[config.mk]
export PLATFORM = sky130hd
export DESIGN_NAME = reduce_rd_sequencer_flat
export DESIGN_NICKNAME = d
export VERILOG_FILES = /design/src/rtl/reduce_rd_sequencer_if.sv /design/src/rtl/reduce_rd_sequencer.sv /design/src/flat_wrapper.sv
export SDC_FILE = /design/constraint.sdc
export NUM_CORES = 1
export LEC_CHECK = 0
export BUFFER_PORTS_ARGS = -buffer_cell sky130_fd_sc_hd__buf_4
export CAP_MARGIN = 20
export CORE_ASPECT_RATIO = 0.75
export CORE_UTILIZATION = 47
export DETAILED_ROUTE_END_ITERATION = 16
export PLACE_DENSITY = 0.86
export RECOVER_POWER = 25
export SLEW_MARGIN = 15
export SYNTH_ARGS = -nofsm -noshare
export SYNTH_HDL_FRONTEND = slang
export SYNTH_SLANG_ARGS = --single-unit
[constraint.sdc]
create_clock -name clk -period 2.28 [get_ports clk]
set_clock_uncertainty 0.2 [all_clocks]
set_input_delay 0.456 -clock clk [delete_from_list [all_inputs] [get_ports clk]]
set_output_delay 0.456 -clock clk [all_outputs]
set_load 0.1 [all_outputs]
[src/rtl/reduce_rd_sequencer_if.sv]
// Handshake/bus bundle between the reduce read sequencer, the mux it drives,
// and the downstream consumer of the captured words.
interface reduce_rd_sequencer_if #(
  parameter int unsigned NUM   = 8,
  parameter int unsigned WIDTH = 5,
  parameter int unsigned IDXW  = $clog2(NUM)
);
  logic             start_i;
  logic [NUM-1:0]   mask_i;
  logic [NUM-1:0]   rd_o;
  logic [WIDTH-1:0] data_i;
  logic [WIDTH-1:0] data_o;
  logic [IDXW-1:0]  idx_o;
  logic             valid_o;
  logic             ready_i;
  logic             busy_o;
  logic             done_o;

  modport slave (
    input  start_i, mask_i, data_i, ready_i,
    output rd_o, data_o, idx_o, valid_o, busy_o, done_o
  );

  modport master (
    output start_i, mask_i, data_i, ready_i,
    input  rd_o, data_o, idx_o, valid_o, busy_o, done_o
  );
endinterface

[src/rtl/reduce_rd_sequencer.sv]
// Walks a latched lane mask lowest-first, strobing one mux lane per beat and
// streaming each captured word downstream over valid/ready, then pulses done.
module reduce_rd_sequencer #(
  parameter int unsigned NUM   = 8,
  parameter int unsigned WIDTH = 5,
  parameter int unsigned IDXW  = $clog2(NUM)
) (
  input  logic                  clk,
  input  logic                  rst_n,
  reduce_rd_sequencer_if.slave  bus
);

  typedef enum logic {IDLE, RUN} state_e;

  state_e           state_q, state_d;
  logic [NUM-1:0]   pending_q, pending_d;
  logic [WIDTH-1:0] data_q, data_d;
  logic [IDXW-1:0]  idx_q, idx_d;
  logic             valid_q, valid_d;
  logic             done_q, done_d;

  logic             can_load_c;
  logic [NUM-1:0]   low_c;
  logic [NUM-1:0]   rd_c;
  logic [IDXW-1:0]  rd_idx_c;

  always_ff @(posedge clk or negedge rst_n) begin
    if (!rst_n) begin
      state_q   <= IDLE;
      pending_q <= '0;
      data_q    <= '0;
      idx_q     <= '0;
      valid_q   <= 1'b0;
      done_q    <= 1'b0;
    end else begin
      state_q   <= state_d;
      pending_q <= pending_d;
      data_q    <= data_d;
      idx_q     <= idx_d;
      valid_q   <= valid_d;
      done_q    <= done_d;
    end
  end

  always_comb begin
    state_d    = state_q;
    pending_d  = pending_q;
    data_d     = data_q;
    idx_d      = idx_q;
    valid_d    = valid_q;
    done_d     = 1'b0;
    rd_idx_c   = '0;

    // A new word may be loaded only when the output slot is empty or draining.
    can_load_c = !valid_q || bus.ready_i;
    low_c      = pending_q & (~pending_q + NUM'(1));
    rd_c       = (state_q == RUN && can_load_c && pending_q != '0) ? low_c : '0;
    for (int unsigned i = 0; i < NUM; i++) begin
      if (rd_c[i]) rd_idx_c = IDXW'(i);
    end

    case (state_q)
      IDLE: begin
        if (bus.start_i) begin
          pending_d = bus.mask_i;
          state_d   = RUN;
        end
      end
      RUN: begin
        if (rd_c != '0) begin
          data_d    = bus.data_i;
          idx_d     = rd_idx_c;
          valid_d   = 1'b1;
          pending_d = pending_q & ~rd_c;
        end else if (valid_q && bus.ready_i) begin
          valid_d = 1'b0;
        end
        if (pending_q == '0 && can_load_c) begin
          state_d = IDLE;
          valid_d = 1'b0;
          done_d  = 1'b1;
        end
      end
      default: state_d = IDLE;
    endcase
  end

  assign bus.rd_o    = rd_c;
  assign bus.data_o  = data_q;
  assign bus.idx_o   = idx_q;
  assign bus.valid_o = valid_q;
  assign bus.busy_o  = (state_q == RUN);
  assign bus.done_o  = done_q;

endmodule

[src/flat_wrapper.sv]
// flat-port wrapper written by rule: the top's interface ports become plain ports
module reduce_rd_sequencer_flat 
#(
  parameter int unsigned NUM   = 8,
  parameter int unsigned WIDTH = 5,
  parameter int unsigned IDXW  = $clog2(NUM)
)
  (clk, rst_n, bus_start_i, bus_mask_i, bus_data_i, bus_ready_i, bus_rd_o, bus_data_o, bus_idx_o, bus_valid_o, bus_busy_o, bus_done_o);
  reduce_rd_sequencer_if #(.NUM(NUM), .WIDTH(WIDTH), .IDXW(IDXW)) bus_i ();
  input  logic clk;
  input  logic rst_n;
  input wire logic [$bits(bus_i.start_i)-1:0] bus_start_i;
  input wire logic [$bits(bus_i.mask_i)-1:0] bus_mask_i;
  input wire logic [$bits(bus_i.data_i)-1:0] bus_data_i;
  input wire logic [$bits(bus_i.ready_i)-1:0] bus_ready_i;
  output wire logic [$bits(bus_i.rd_o)-1:0] bus_rd_o;
  output wire logic [$bits(bus_i.data_o)-1:0] bus_data_o;
  output wire logic [$bits(bus_i.idx_o)-1:0] bus_idx_o;
  output wire logic [$bits(bus_i.valid_o)-1:0] bus_valid_o;
  output wire logic [$bits(bus_i.busy_o)-1:0] bus_busy_o;
  output wire logic [$bits(bus_i.done_o)-1:0] bus_done_o;
  assign bus_i.start_i = bus_start_i;
  assign bus_i.mask_i = bus_mask_i;
  assign bus_i.data_i = bus_data_i;
  assign bus_i.ready_i = bus_ready_i;
  assign bus_rd_o = bus_i.rd_o;
  assign bus_data_o = bus_i.data_o;
  assign bus_idx_o = bus_i.idx_o;
  assign bus_valid_o = bus_i.valid_o;
  assign bus_busy_o = bus_i.busy_o;
  assign bus_done_o = bus_i.done_o;
  reduce_rd_sequencer #(.NUM(NUM), .WIDTH(WIDTH), .IDXW(IDXW)) u_core (.clk(clk), .rst_n(rst_n), .bus(bus_i));
endmodule
==> results of run 1 <==
==> cell families after synthesis <==
kind of cell	after synthesis	share of synthesized area [%]
AO/OA/AOI/OAI	18	12.7
flip-flops	19	49.7
AND/OR/NAND/NOR	35	20.4
multiplexers	10	12.7
buffers and inverters	9	4.45
==> metal layers <==
| metal | global-route usage (%) | share of wire [%] | up-vias |
|---|---|---|---|
| met2 | 47.2 | 48 | 48 |
| met3 | 8.89 | 7.2 | 2 |
| met1 | 34.2 | 44 | 481 |
| met5 | 0 | 0 | - |
| li1 | - | - | 435 |
| met4 | 10.3 | 0.53 | 0 |
==> flip-flops by register name (all words and copies together) (netlist names) <==
register,cells
u_core.bus.busy_o,1
u_core.bus.data_o,5
u_core.bus.done_o,1
u_core.bus.idx_o,3
u_core.bus.valid_o,1
u_core.pending_q,8
==> cells in the mapped netlist, types with 2 or more instances <==
library cell   n
and3_1         4
nor4_1         2
mux2_4         4
nand2_1        6
nor2_1        11
o311a_1        2
mux2i_1        5
o22ai_1        3
a21oi_1        5
and2_1         2
nand2b_1       4
inv_1          6
a31oi_1        2
dfrtp_1       19
==> worst max-delay path, stage by stage (launching register included) <==
cell	delay (ps)
dfrtp_1	430
nor4_4	370
nand3_4	110
nor3_2	190
and3_4	230
buf_12	170
==> path summary, 6_finish.rpt <==
path	slack (ps)	endpoint	cells past startpoint
worst max-delay path	-190	bus_rd_o[7]	5
worst min-delay path	180	u_core.bus.data_o[3]$_DFFE_PN0P_	2
worst max register to register	220	u_core.bus.data_o[0]$_DFFE_PN0P_	7
worst min register to register	330	u_core.bus.data_o[4]$_DFFE_PN0P_	1
max in group asynchronous	480	u_core.bus.busy_o$_DFF_PN0_	2
min in group asynchronous	650	u_core.pending_q[7]$_DFFE_PN0P_	2
==> cells in the final DEF (no fill, tap or decap), drive strengths merged, types with 2 or more instances in the layout <==
cell type	netlist	routed
a21oi	5	5
o311a	2	2
o22ai	3	3
mux2i	5	5
mux2	5	5
clkbuf	1	4
nand2b	4	4
nor4	3	3
a31oi	2	2
and3	4	4
nor2	11	11
dfrtp	19	19
buf	2	52
inv	6	6
nand2	6	6
and2	2	2
==> timing repair <==
item,CTS,global route
hold buffers,1,0
resized for setup,19,3
pin swaps,3,3
hold endpoints to repair,19,0
setup endpoints to repair,6,6
buffers inserted,6,4
==> layout make-up <==
| cell class | count | area, sq um |
|---|---|---|
| timing repair buffer | 54 | 465 |
| clock inverter | 1 | 7.51 |
| multi-input combinational | 63 | 524 |
| fill | 94 | 269 |
| tap | 22 | 27.5 |
| clock buffer | 3 | 22.5 |
| sequential | 19 | 483 |
| inverter | 6 | 22.5 |
==> metrics by stage <==
stage	utilization, %	std cells
floorplan	-	91
global placement	74.3	153
detailed placement	74.3	153
CTS	83.2	164
global route	85.2	168
finish	85.2	168
==> out/results.txt, run 1 <==
Status - complete, but fails checks
Failing checks - negative setup slack
Synth Net Count - 108
Global-route wire length before repair - 4160 um
Routed wire per std cell - 17.0 um
Fin worst setup slack - -185 ps
Largest net degree at the start of global routing - 20
Crit start category - flop
Layout cells sized above 1 - 53.4%
Post-route cell area - 1550 sq um
Cell Area, Placed - 1350 sq um
# H-tree levels - 1
Syn Inst Count - 91
Root Driver - clkbuf_4
Detailed Routing Iterations Pass 1 - 4
HP Start - bus_data_i[3]
Fin crit share - 108%
RePlAce Congestion - 0.782
Setup tns final - -547 ps
Cell area after synthesis - 956 sq um
Top-area cell type share of the netlist area - 49.7%
Clk buf depth - 2
Area of the die - 2220 sq um
Hold Vio Cnt, Final - 0
Worst relative slew slack - 29.8%
Max Fclk - 406 MHz
Critical path peak fanout - 2
RSZ-0062 raised after global routing - true
DRC viols - 0
Worst EP arrival - 1810 ps
Total track usage - 28.1%
I/O Buffers - 35
CTS Sinks - 19
Io pins - 36
Area grow syn2layout - 62.4%
# diodes - 0
DR vias - 966
Initial Utilization - 52.5%
Final Setup Violations - 4
Congestion Overflow GR - 0
DR iter-0 viols - 38
CP required - 1620 ps
Area leader, netlist - dfrtp_1
Hold WC Path Type - primary input to flop
Synth area leaders - dfrtp_1 50%, mux2_4 6.3%, mux2i_1 5.2%
Wirelength, routed - 2860 um
Worst r2r src - u_core.pending_q[0]$_DFFE_PN0P_
Setup WS pre-CTS - -15.6 ps
Post-layout net count - 164
Die Ht - 41.1 um
Fraction of registers with async set/reset - 100%
Worst Setup SP - u_core.pending_q[0]$_DFFE_PN0P_
HPWL after DPL - 1810 um
YS warnings - 0
EDFF count, synth - 0
Avg Inst Size Synth - 10.5 sq um
Tmin final - 2470 ps
Prevailing post-synth register cell - dfrtp_1
Antenna viol nets, final - 0
CTS Buf Count - 3
Fin. max-slew vios - 0
Worst setup path class - flop to output pin
Num rows - 13
Via density - 5.75
Total of max-cap violations - 0
Vias in the first global route - 911
Chip width - 54.1 um
Core footprint - 1820 sq um
Slew @ Worst Pin - 1050 ps
Crit. End Element - output pin
CTS tree - done
Number of library cell types mapped by synthesis - 30
Seq/Total Area, Yosys - 49.7%
Worst-path clk slew - 120 ps
Skew-Pair Late Insertion Delay - 300 ps
Synthesized flop and latch total - 19
Initial antenna violation count - 0
Worst Hold Slack - 177 ps
Power of run 1 is left out: the tool's default activity adds up to more than one toggle a clock period on the data nets, which glitch-free logic cannot reach.
==> inputs of run 2 (changes only) <==
Settings changed: CORE_MARGIN set to 2.
==> run 2 against run 1 <==
The flow still finishes with violations (negative setup slack). Utilization fell by 8.6 points. Sequential share of layout area rose by 1.0 points. Final cell count fell by 3.0%. Design area fell by 3.1%. Die area rose by 8.8%. First-iteration DRC count fell by 32%. Global-route usage fell by 3.5 points. Clock-buffer cell count did not move. Critical path type unchanged. Critical endpoint is now bus_rd_o[6]. Via count fell by 6.9%.
==> out/results.txt, run 2 (synthesized netlist as in run 1, its figures left out) <==
Area grow syn2layout - 57.3%
CP required - 1620 ps
Worst Path Buf+Inv - 2
Crit start category - flop
Max Fclk - 407 MHz
Worst relative slew slack - 33.2%
Congestion Overflow GR - 0
Worst-path clk slew - 110 ps
Global-route wire length before repair - 4500 um
RSZ-0062 raised after global routing - true
Max stage delay on crit path - 420 ps
Commonest non-fill, non-tap cell in the layout - buf_4
Area of the die - 2410 sq um
Worst Setup EP - bus_rd_o[6]
CTS tree - done
Worst EP arrival - 1800 ps
Routed wire per std cell - 16.3 um
RePlAce Congestion - 0.795
Num rows - 14
Detailed Routing Iterations Pass 1 - 4
Fillers - 138
CTS Buf Count - 3
Failing checks - negative setup slack
Io pins - 36
Wirelength, routed - 2650 um
Final Setup Violations - 6
# H-tree levels - 1
Clk buf depth - 2
Worst r2r src - u_core.pending_q[0]$_DFFE_PN0P_
Worst Setup SP - u_core.pending_q[0]$_DFFE_PN0P_
Total track usage - 24.5%
Worst path top cell family by delay - simple AND/OR/NAND/NOR gates
Setup tns final - -801 ps
# diodes - 0
Vias in the first global route - 957
Antenna viol nets, final - 0
Status - complete, but fails checks
Via density - 5.52
Slew @ Worst Pin - 1000 ps
DRC viols - 0
CTS Sinks - 19
Largest net degree at the start of global routing - 20
Root Driver - clkbuf_4
Crit. End Element - output pin
Chip width - 56.1 um
Layout cells sized above 1 - 49.6%
DR iter-0 viols - 26
FF-to-FF End - u_core.bus.data_o[3]$_DFFE_PN0P_
Tmin final - 2460 ps
Initial antenna violation count - 0
Die Ht - 43.1 um
Total of max-cap violations - 0
Critical Path Stages - 5
DR vias - 899
Core footprint - 1960 sq um
Hold WC Path Type - primary input to flop
Worst R2R Path Depth - 7
Reg2Reg Setup Slack - 230 ps
Most frequent cells in the layout - 37 x buf_4, 17 x dfrtp_1, 9 x nor2_1
Critical path peak fanout - 5
I/O Buffers - 35
Worst setup path class - flop to output pin
Register with the most flip-flops - u_core.pending_q
Hold Vio Cnt, Final - 0
Crit-path cells - nor4_4 -> nand3_4 -> buf_6 -> nor4_4 -> buf_6
Initial Utilization - 48.7%
Post-layout net count - 157
Skew-Pair Late Insertion Delay - 290 ps
HPWL after DPL - 1750 um
Fin. max-slew vios - 0
HP Start - bus_mask_i[4]
Fin crit share - 108%
Slowest CP cell - dfrtp_1
Fin worst setup slack - -175 ps
Max reg flops - 8
[run 2: worst min-delay path by stage]
stage | cells after the start | to | slack [ps]
2_1_floorplan | 0 | u_core.bus.data_o[0]$_DFFE_PN0P_ | -40
3_3_place_gp | 1 | u_core.bus.done_o$_DFF_PN0_ | 140
3_5_place_dp | 1 | u_core.bus.idx_o[2]$_DFFE_PN0P_ | 140
4_1_cts | 3 | u_core.pending_q[4]$_DFFE_PN0P_ | 160
5_1_grt | 2 | u_core.bus.data_o[0]$_DFFE_PN0P_ | 170
6_report | 3 | u_core.pending_q[4]$_DFFE_PN0P_ | 170
[run 2: worst min-delay path, cell delays in order]
cell and delay [ps]:
buf_4 80, nand2_1 30, o21ai_0 60
[run 2: layout make-up]
cell class              count  area, sq um  share of cell area, %
multi-input cells          63          515                   34.3
flip-flops and latches     19          483                   32.1
repair buffers             47          425                   28.3
well taps                  24         30.0                   2.00
clock buffers               3         22.5                   1.50
inverters                   6         22.5                   1.50
clock inverters             1         5.00                  0.333
[run 2: timing repair]
item,in CTS,in global routing
hold buffers,1,0
setup endpoints to repair,6,7
pin swaps,2,1
hold endpoints to repair,19,0
gates resized for setup,17,4
setup buffers,3,1
[run 2: metal layers]
layer	track usage, %	vias up	part of all wire, %
met1	31.1	434	41
met5	0	-	0
li1	-	421	-
met4	6.19	0	1.5
met3	5.18	4	6.3
met2	43.1	40	51
[run 2: per-stage QoR]
stage,hold WS [ps],setup WS (ps),cell area [sq um],util [%],cells
global route,170,-278,1500,76.7,163
global placement,138,83.3,1350,68.8,154
CTS,162,-166,1480,75.4,162
floorplan,-39.6,-421,1020,-,91
detailed placement,138,36.9,1350,68.8,154
finish,167,-175,1500,76.7,163
Power of run 2 is left out for the same reason.
